==> src/rtl/fpu_pkg.sv <==
// Shared types and field widths for the single-precision add/sub sequencer.
package fpu_pkg;

    localparam int   EXP_W   = 8;
    localparam int   FRAC_W  = 23;
    localparam int   SIG_W   = 25;
    localparam int   EXP_MAX = 255;
    localparam logic OP_ADD  = 1'b0;
    localparam logic OP_SUB  = 1'b1;

    typedef enum logic [2:0] {
        IDLE,
        ALIGN,
        ADD,
        NORM,
        ROUND,
        PACK,
        DONE
    } state_t;

    // Exponent 0 flushes the operand (denormals included) to a zero significand.
    function automatic logic [FRAC_W:0] unpack_sig(input logic [30:0] f);
        if (f[30:FRAC_W] == '0) return '0;
        return {1'b1, f[FRAC_W-1:0]};
    endfunction

endpackage

==> src/rtl/fpu_align_step.sv <==
// Combinational right shift by 0..ALIGN_STEP; o_lost is the OR of the bits shifted out.
module fpu_align_step #(
    parameter int W          = 25,
    parameter int ALIGN_STEP = 1
) (
    input  logic [W-1:0] i_data,
    input  logic [3:0]   i_shamt,
    output logic [W-1:0] o_data,
    output logic         o_lost
);

    logic [3:0]   w_amt;
    logic [W-1:0] w_mask;

    assign w_amt  = (i_shamt > 4'(ALIGN_STEP)) ? 4'(ALIGN_STEP) : i_shamt;
    assign o_data = i_data >> w_amt;
    assign w_mask = ~({W{1'b1}} << w_amt);
    assign o_lost = |(i_data & w_mask);

endmodule

==> src/rtl/fpu_addsub_sequencer.sv <==
// Multi-cycle single-precision add/sub: swap, iterative align, add, iterative normalize, pack.
// Define FPU_STICKY_ROUND_EN for guard/round/sticky bits and a round-to-nearest-even ROUND state.
module fpu_addsub_sequencer
    import fpu_pkg::*;
#(
    parameter int ALIGN_STEP = 1,
    parameter int FLUSH_DIST = 25
) (
    input  logic        clk,
    input  logic        reset,
    input  logic        start_valid,
    output logic        start_ready,
    input  logic        op,
    input  logic [31:0] data1,
    input  logic [31:0] data2,
    output logic        result_valid,
    input  logic        result_ready,
    output logic [31:0] result,
    output logic        zero_flag,
    output logic        overflow_flag,
    output logic        busy
);

`ifdef FPU_STICKY_ROUND_EN
    localparam int     GRS_W     = 3;
    localparam state_t POST_NORM = ROUND;
`else
    localparam int     GRS_W     = 0;
    localparam state_t POST_NORM = PACK;
`endif
    localparam int W      = SIG_W + GRS_W;
    localparam int HID    = W - 2;
    localparam bit STICKY = (GRS_W > 0);

    state_t       r_state, w_state_nxt;
    logic [W-1:0] r_sig_l, r_sig_s;
    logic [8:0]   r_exp, r_d;
    logic         r_sign_l, r_sign_s;
    logic [31:0]  r_result;
    logic         r_zero, r_ovf;

    logic         w_a_ge_b, w_sign_b_eff;
    logic [W-1:0] w_sig_a, w_sig_b;
    logic [3:0]   w_step;
    logic [8:0]   w_d_nxt;
    logic         w_flush, w_lost, w_norm_done;
    logic [W-1:0] w_shifted;

    assign w_sign_b_eff = data2[31] ^ op;
    assign w_a_ge_b     = data1[30:0] >= data2[30:0];
    assign w_sig_a      = W'({1'b0, unpack_sig(data1[30:0])}) << GRS_W;
    assign w_sig_b      = W'({1'b0, unpack_sig(data2[30:0])}) << GRS_W;

    assign w_step  = (r_d > 9'(ALIGN_STEP)) ? 4'(ALIGN_STEP) : r_d[3:0];
    assign w_d_nxt = r_d - {5'b0, w_step};
    assign w_flush = r_d >= 9'(FLUSH_DIST);

    fpu_align_step #(
        .W          (W),
        .ALIGN_STEP (ALIGN_STEP)
    ) u_align (
        .i_data  (r_sig_s),
        .i_shamt (w_step),
        .o_data  (w_shifted),
        .o_lost  (w_lost)
    );

    // NORM exits once the value about to be written is normalized, zero, or flushed.
    assign w_norm_done = r_sig_l[W-1] || (r_sig_l == '0) || r_sig_l[HID] ||
                         (r_exp <= 9'd1) || r_sig_l[HID-1] || (r_exp == 9'd2);

`ifdef FPU_STICKY_ROUND_EN
    logic             w_rnd_up;
    logic [SIG_W-1:0] w_rnd;
    assign w_rnd_up = r_sig_l[2] & (r_sig_l[1] | r_sig_l[0] | r_sig_l[3]);
    assign w_rnd    = r_sig_l[W-1:GRS_W] + SIG_W'(w_rnd_up);
`endif

    always_ff @(posedge clk) begin
        if (reset) r_state <= IDLE;
        else       r_state <= w_state_nxt;
    end

    always_comb begin
        w_state_nxt = r_state;
        case (r_state)
            IDLE:    if (start_valid) w_state_nxt = ALIGN;
            ALIGN:   if (w_flush || w_d_nxt == 9'd0) w_state_nxt = ADD;
            ADD:     w_state_nxt = NORM;
            NORM:    if (w_norm_done) w_state_nxt = POST_NORM;
            ROUND:   w_state_nxt = PACK;
            PACK:    w_state_nxt = DONE;
            DONE:    if (result_ready) w_state_nxt = IDLE;
            default: w_state_nxt = IDLE;
        endcase
    end

    always_ff @(posedge clk) begin
        if (reset) begin
            r_sig_l  <= '0;
            r_sig_s  <= '0;
            r_exp    <= '0;
            r_d      <= '0;
            r_sign_l <= 1'b0;
            r_sign_s <= 1'b0;
            r_result <= '0;
            r_zero   <= 1'b0;
            r_ovf    <= 1'b0;
        end else begin
            case (r_state)
                IDLE: if (start_valid) begin
                    if (w_a_ge_b) begin
                        r_sig_l  <= w_sig_a;
                        r_sign_l <= data1[31];
                        r_sig_s  <= w_sig_b;
                        r_sign_s <= w_sign_b_eff;
                        r_exp    <= {1'b0, data1[30:23]};
                        r_d      <= {1'b0, data1[30:23]} - {1'b0, data2[30:23]};
                    end else begin
                        r_sig_l  <= w_sig_b;
                        r_sign_l <= w_sign_b_eff;
                        r_sig_s  <= w_sig_a;
                        r_sign_s <= data1[31];
                        r_exp    <= {1'b0, data2[30:23]};
                        r_d      <= {1'b0, data2[30:23]} - {1'b0, data1[30:23]};
                    end
                end
                ALIGN: begin
                    if (w_flush) begin
                        r_sig_s <= W'(STICKY & (|r_sig_s));
                        r_d     <= '0;
                    end else begin
                        r_sig_s <= w_shifted | W'(STICKY & w_lost);
                        r_d     <= w_d_nxt;
                    end
                end
                ADD: begin
                    // The swap guarantees L >= S, so the difference never goes negative.
                    if (r_sign_l == r_sign_s) r_sig_l <= r_sig_l + r_sig_s;
                    else                      r_sig_l <= r_sig_l - r_sig_s;
                end
                NORM: begin
                    if (r_sig_l[W-1]) begin
                        r_sig_l <= (r_sig_l >> 1) | W'(STICKY & r_sig_l[0]);
                        r_exp   <= r_exp + 9'd1;
                    end else if (r_sig_l == '0) begin
                        r_sign_l <= 1'b0;
                        r_exp    <= '0;
                    end else if (!r_sig_l[HID]) begin
                        if (r_exp > 9'd1 && (r_sig_l[HID-1] || r_exp != 9'd2)) begin
                            r_sig_l <= r_sig_l << 1;
                            r_exp   <= r_exp - 9'd1;
                        end else begin
                            r_sig_l  <= '0;
                            r_exp    <= '0;
                            r_sign_l <= 1'b0;
                        end
                    end
                end
`ifdef FPU_STICKY_ROUND_EN
                ROUND: begin
                    if (w_rnd[SIG_W-1]) begin
                        r_sig_l <= W'(w_rnd >> 1) << GRS_W;
                        r_exp   <= r_exp + 9'd1;
                    end else begin
                        r_sig_l <= W'(w_rnd) << GRS_W;
                    end
                end
`endif
                PACK: begin
                    if (r_exp >= 9'(EXP_MAX)) begin
                        r_result <= {r_sign_l, 8'hFF, 23'b0};
                        r_ovf    <= 1'b1;
                        r_zero   <= 1'b0;
                    end else begin
                        r_result <= {r_sign_l, r_exp[7:0], r_sig_l[GRS_W +: FRAC_W]};
                        r_ovf    <= 1'b0;
                        r_zero   <= ({r_exp[7:0], r_sig_l[GRS_W +: FRAC_W]} == '0);
                    end
                end
                default: ;
            endcase
        end
    end

    assign start_ready   = (r_state == IDLE);
    assign busy          = (r_state != IDLE);
    assign result_valid  = (r_state == DONE);
    assign result        = r_result;
    assign zero_flag     = r_zero;
    assign overflow_flag = r_ovf;

endmodule

==> config.mk <==
export PLATFORM = sky130hd
export DESIGN_NAME = fpu_addsub_sequencer
export DESIGN_NICKNAME = d
export VERILOG_FILES = /design/src/rtl/fpu_pkg.sv /design/src/rtl/fpu_align_step.sv /design/src/rtl/fpu_addsub_sequencer.sv
export SDC_FILE = /design/constraint.sdc
export NUM_CORES = 1
export LEC_CHECK = 0
export BUFFER_PORTS_ARGS = -buffer_cell sky130_fd_sc_hd__buf_2
export CAP_MARGIN = 0
export CORE_ASPECT_RATIO = 1.75
export CORE_MARGIN = 4
export CORE_UTILIZATION = 46
export CTS_BUF_LIST = sky130_fd_sc_hd__clkbuf_8 sky130_fd_sc_hd__clkbuf_16
export CTS_CLUSTER_DIAMETER = 100
export DETAILED_ROUTE_END_ITERATION = 8
export HOLD_SLACK_MARGIN = 0.12
export PLACE_DENSITY = 0.68
export SLEW_MARGIN = 40
export SYNTH_ARGS = -nofsm -noshare
export SYNTH_HDL_FRONTEND = slang
export SYNTH_SLANG_ARGS = --single-unit
==> constraint.sdc <==
create_clock -name clk -period 3.9 [get_ports clk]
set_input_delay 0.195 -clock clk [delete_from_list [all_inputs] [get_ports clk]]
set_output_delay 0.195 -clock clk [all_outputs]
set_load 0.01 [all_outputs]
* Word-level counts from Yosys, hierarchy flattened *
Cells that the tools add are included.

word-level totals
  logic and storage cells = 120
  bits in registers = 107
  input bits = 69
  output and inout bits = 37

cells by class
  bitwise operators = 1
  equality and inequality tests = 19
  muxes and demuxes = 47
  shift-type cells = 1
  reductions and logical operators = 26
  $lt $le $gt $ge = 7
  $add $sub $neg = 7

operators with widths
  kind                                                                                 count
  24-bit two-way mux                                                                   10
  25-bit two-way mux                                                                   4
  25-bit case mux with 3 select lines                                                  1
  9-bit two-way mux                                                                    8
  25-bit case mux with 2 select lines                                                  1
  9-bit case mux with 2 select lines                                                   2
  31-bit greater-or-equal comparator                                                   1
  31-bit logical NOT                                                                   1
  31-bit two-way mux                                                                   1
  25-bit adder                                                                         1
  25-bit logical NOT                                                                   1
  25-bit by 4-bit right shift with 25-bit output                                       1
  25-bit subtractor                                                                    1
  3-bit case mux with 7 select lines                                                   1
  9-bit by 1-bit greater-than comparator with 1-bit output, second input constant      2
  8-bit by 8-bit subtractor with 9-bit output                                          2
  8-bit logical NOT                                                                    2
  3-bit two-way mux                                                                    4
  3-bit inequality test, second input constant                                         4
  1-bit two-way mux                                                                    11
  9-bit by 1-bit adder with 9-bit output, second input constant                        1
  3-bit equality test, second input constant                                           3
  9-bit by 2-bit equality test with 1-bit output, second input constant                1
  9-bit by 5-bit greater-or-equal comparator with 1-bit output, second input constant  1
  26 further kinds                                                                     43

* Depth between registers and ports, before layout *
  word-level depth = 8
  mapped depth = 18

* Modules after synthesis *
A second synthesis with hierarchy kept.

second synthesis, totals
  cell total of the unflattened synthesis = 1279
  area, all modules = 9565.4 um2

by module, submodules not included
  module                area an instance (um2)  cells each  instances
  fpu_addsub_sequencer  9238.9                  1250        1
  fpu_align_step        326.6                   29          1

* Worst setup path before layout *
OpenSTA, ideal clock, no wires.

  path kind = register -> register
  start = register r_sig_s[2]
  end = register r_sig_l[19]
  buffers on the path = 1
  path slack = 0.101 ns
  arrival = 3.698 ns
  clock period less this slack = 3.799 ns
  cell stages (with the launch flop) = 19
  library setup time = 0.101 ns
  path through = dfxtp_1 > clkbuf_1 > nor3_1 > nand3_1 > or3_1 > or2_2 > o41ai_1 > xnor2_1 > ha_1 > inv_1 > o21bai_1 > a21oi_1 > nor2b_1 > o21a_1 > a2111oi_2 > nor2_1 > mux2i_1 > a221oi_1 > o41ai_1

between the ends
  cells in the longest elaborated chain, start to end = 3

RTL lines
  what                                               line                                                      text
  start, declared                                    fpu_addsub_sequencer.sv:36                                logic [W-1:0] r_sig_l, r_sig_s;
  start signal, assigned                             fpu_addsub_sequencer.sv:115                               r_sig_s <= w_sig_b;
  start signal, assigned                             fpu_addsub_sequencer.sv:122                               r_sig_s <= w_sig_a;
  start signal, assigned                             fpu_addsub_sequencer.sv:130                               r_sig_s <= W'(STICKY & (|r_sig_s));
  25-bit subtractor or 25-bit adder (tied branches)  fpu_addsub_sequencer.sv:140, fpu_addsub_sequencer.sv:139
  25-bit two-way mux (*)                             fpu_addsub_sequencer.sv:139                               if (r_sign_l == r_sign_s) r_sig_l <= r_sig_l + r_sig_s;
  25-bit case mux with 3 select lines (*)            fpu_addsub_sequencer.sv:110                               case (r_state)
  end signal, assigned                               fpu_addsub_sequencer.sv:113                               r_sig_l <= w_sig_a;
  end signal, assigned                               fpu_addsub_sequencer.sv:139
  end signal, assigned                               fpu_addsub_sequencer.sv:140                               else r_sig_l <= r_sig_l - r_sig_s;
  end, declared                                      fpu_addsub_sequencer.sv:36

Every way passes the cells marked *; elsewhere a longest branch is shown, timed or not.
A chain may end at the register's enable or synchronous reset.

* Final worst setup path *
  start = register r_sig_s[6]
  end = register r_sig_l[22]

Same word-level chain as after synthesis.

==> flow_summary.json <==
{
  "status": "completed",
  "worst_pin_slew_ns": 0.794,
  "insertion_delay_ns": 0.37,
  "final_cell_mix": "nor2_1, dfxtp_1, a21oi_1",
  "area_delta_synth_final_pct": 14.3,
  "drt-total-wl_mm": 28.2,
  "avgViaCountPerCell": 6.02,
  "setup.worst_path.start_class": "flop",
  "fin_crit_sh_pct": 95.3,
  "clock_skew_ns": 0.0118,
  "leakagePower_nw": 4.60,
  "synthCells": 1238,
  "grt_use_total_pct": 25.0,
  "ys_ff_latch": 107,
  "initial_core_util_pct": 46.7,
  "setup_tns_ns": 0,
  "met1_length_mm": 11.9,
  "syn_nets": 1380,
  "synthFlopType": "dfxtp_1",
  "finalNetCount": 1466,
  "cts_root_buf": "clkbuf_16",
  "die_y_um": 195,
  "seqPwrFrac_pct": 22.5,
  "layout_setup_ws_ns": 0.182,
  "crit_start": "r_sig_s[6]$_SDFFE_PP0P_",
  "fmax_mhz": 269,
  "synthTopCellsByArea": "dfxtp_1, ha_1, nor2_1",
  "synth_top_area_share_pct": 23.3,
  "p_int_w": 0.00417,
  "cap_violations": 0,
  "die_w_um": 115,
  "drv_slew": 0,
  "clock_sinks": 107,
  "nFillCells": 1933,
  "antenna_left": 0,
  "n_antenna_cell": 0,
  "post-place-cells": 1557,
  "drt-pass1-iter-count": 5,
  "rows": 68,
  "core_sq_mm": 0.0197,
  "slew_headroom_pct": 46.8,
  "die-area_sq_mm": 0.0224,
  "hold_viol_final": 0,
  "clk_pin_slew_worst_paths_ns": 0.08,
  "cts_max_level": 3,
  "wl_per_cell_um": 17.9,
  "fin_cells": 1574,
  "vdd_ir_drop_max_uv": 299,
  "top_layer": "met4",
  "dp_hpwl_mm": 21.9,
  "regArea_sq_mm": 0.00214,
  "io_buffers": 105,
  "cts_buffers": 9,
  "power_density_mw_per_mm2": 782,
  "grt_pass1_vias": 9054,
  "multiInputGateArea_sq_mm": 0.00658,
  "synth_edf_count": 0,
  "gr-total-overflow": 0,
  "p_switching_w": 0.00403,
  "wl_met3_mm": 1.28,
  "clock_path_buffers": 2,
  "cp.required_ns": 4.17,
  "syn_area_per_cell_sq_um": 7.42,
  "hold_path_class": "input pin to flop",
  "synth_cell_types": 78,
  "dr_wl_met2_mm": 14.2,
  "cts_tree": "done",
  "drtIter0Drc": 535,
  "mostFrequentLayoutCell": "nor2_1",
  "gp_congestion": 0.918,
  "p_comb_share_pct": 65.8,
  "worst_hold_startpoint": "data1[31]",
  "grt_max_degree": 71,
  "path_class": "flop to flop",
  "setup_viol": 0,
  "worstPathArrival_ns": 3.99,
  "pwr-share-clk_pct": 11.7,
  "syn_area_sq_mm": 0.00918,
  "drive_above_1_share_pct": 16.4,
  "synth-async-reset-ratio_pct": 0,
  "drc_errors": 0,
  "period_minus_slack_ns": 3.72,
  "sw_frac_of_total_pct": 49.1,
  "r2r_start": "r_sig_s[6]$_SDFFE_PP0P_",
  "pre_cts_slack_ns": 0.0406,
  "vias": 9481,
  "hold_buffers": 0,
  "crit_path_end_kind": "flop",
  "grt_pass1_wl_mm": 45.9,
  "antenna_found_initial": 0,
  "ys_warn_count": 0,
  "p_total_w": 0.00820,
  "yosysTopAreaCell": "dfxtp_1",
  "ios": 106,
  "critPathMaxFanout": 3,
  "ys_seq_area_share_pct": 23.3
}
## timing repair
| action | CTS | global route |
|---|---|---|
| endpoints found under the setup margin | 0 | 8 |
| buffers inserted | 0 | 1 |
| gates resized for setup | 0 | 21 |
## cells in the mapped netlist (23+ instances only)
cell	instances
clkbuf_1	57
and3_1	24
a21oi_1	106
nand3_1	29
nor2_1	170
xnor2_1	29
nand2_1	97
o21ai_0	70
nor3_1	30
a221oi_1	23
inv_1	67
mux2i_1	27
ha_1	70
a22oi_1	29
dfxtp_1	107
## through the flow
step	area (sq um)	hold slack, ns	util (%)
after floorplan	9180	0.429	-
after global placement	10100	0.442	51.2
after detailed placement	10100	0.455	51.2
after CTS	10400	0.197	52.8
after global routing	10500	0.215	53.4
final	10500	0.204	53.4
## flip-flops by register name (all words and copies together) (netlist names)
| name | cells |
|---|---|
| result | 32 |
| r_sig_l | 25 |
| r_sig_s | 25 |
| r_d | 9 |
| r_exp | 9 |
| r_state | 3 |
| overflow_flag | 1 |
| r_sign_l | 1 |
| r_sign_s | 1 |
| zero_flag | 1 |
## logic make-up (layout without fill, tap and decap cells)
| kind of cell | after synthesis | after routing | synth area share (%) |
|---|---|---|---|
| flops | 107 | 107 | 23.3 |
| simple gates | 436 | 436 | 22.4 |
| fa+ha+maj | 73 | 73 | 10.2 |
| compound gates | 396 | 396 | 29.3 |
| buf+inv | 145 | 236 | 6.49 |
| mux | 31 | 31 | 3.48 |
| xor+xnor | 50 | 50 | 4.77 |
## worst paths after layout
path              slack (ns)  depth (start not counted)                       end
setup / recovery        0.18                         17  r_sig_l[22]$_SDFFE_PP0P_
hold / removal          0.20                          3     r_sign_s$_SDFFE_PP0P_
setup reg to reg        0.18                         17  r_sig_l[22]$_SDFFE_PP0P_
hold reg to reg         0.46                          2   result[31]$_SDFFE_PP0P_
## final cells by class
| class | count | share of cell area, % |
|---|---|---|
| Tap cell | 245 | 2.92 |
| Clock inverter | 5 | 0.561 |
| Clock buffer | 11 | 2.41 |
| Inverter | 67 | 2.40 |
| Sequential cell | 107 | 20.4 |
| Timing Repair Buffer | 153 | 8.59 |
| Multi-Input combinational cell | 986 | 62.7 |
## critical path: stages, from the launching register on
cell and delay [ns]:
dfxtp_1 0.32, or3_4 0.39, or3_4 0.34, or2_4 0.26, buf_4 0.15, nor4_4 0.15
nor2_1 0.09, xnor2_1 0.19, ha_1 0.27, a21o_1 0.20, a21o_1 0.18, a21oi_1 0.14
o31a_1 0.16, nand2_2 0.09, a31oi_4 0.19, xnor2_1 0.14, o21ai_1 0.07, o41ai_1 0.31
## per-layer routing
metal	up-vias	global-route usage, %
met5	-	0
met4	0	9.27
met3	50	2.31
met2	258	43.3
met1	4457	31.6
li1	4716	-
## power by group through the flow
stage | logic (W) | registers (W) | clock network (W)
floorplan | 0.00391 | 0.00169 | 0
global placement | 0.00510 | 0.00183 | 0
detailed placement | 0.00517 | 0.00184 | 0
CTS | 0.00519 | 0.00181 | 0.000969
global route | 0.00600 | 0.00190 | 0.00100
finish | 0.00539 | 0.00185 | 0.000961
Note: power is estimated with default switching activity, not from simulation.
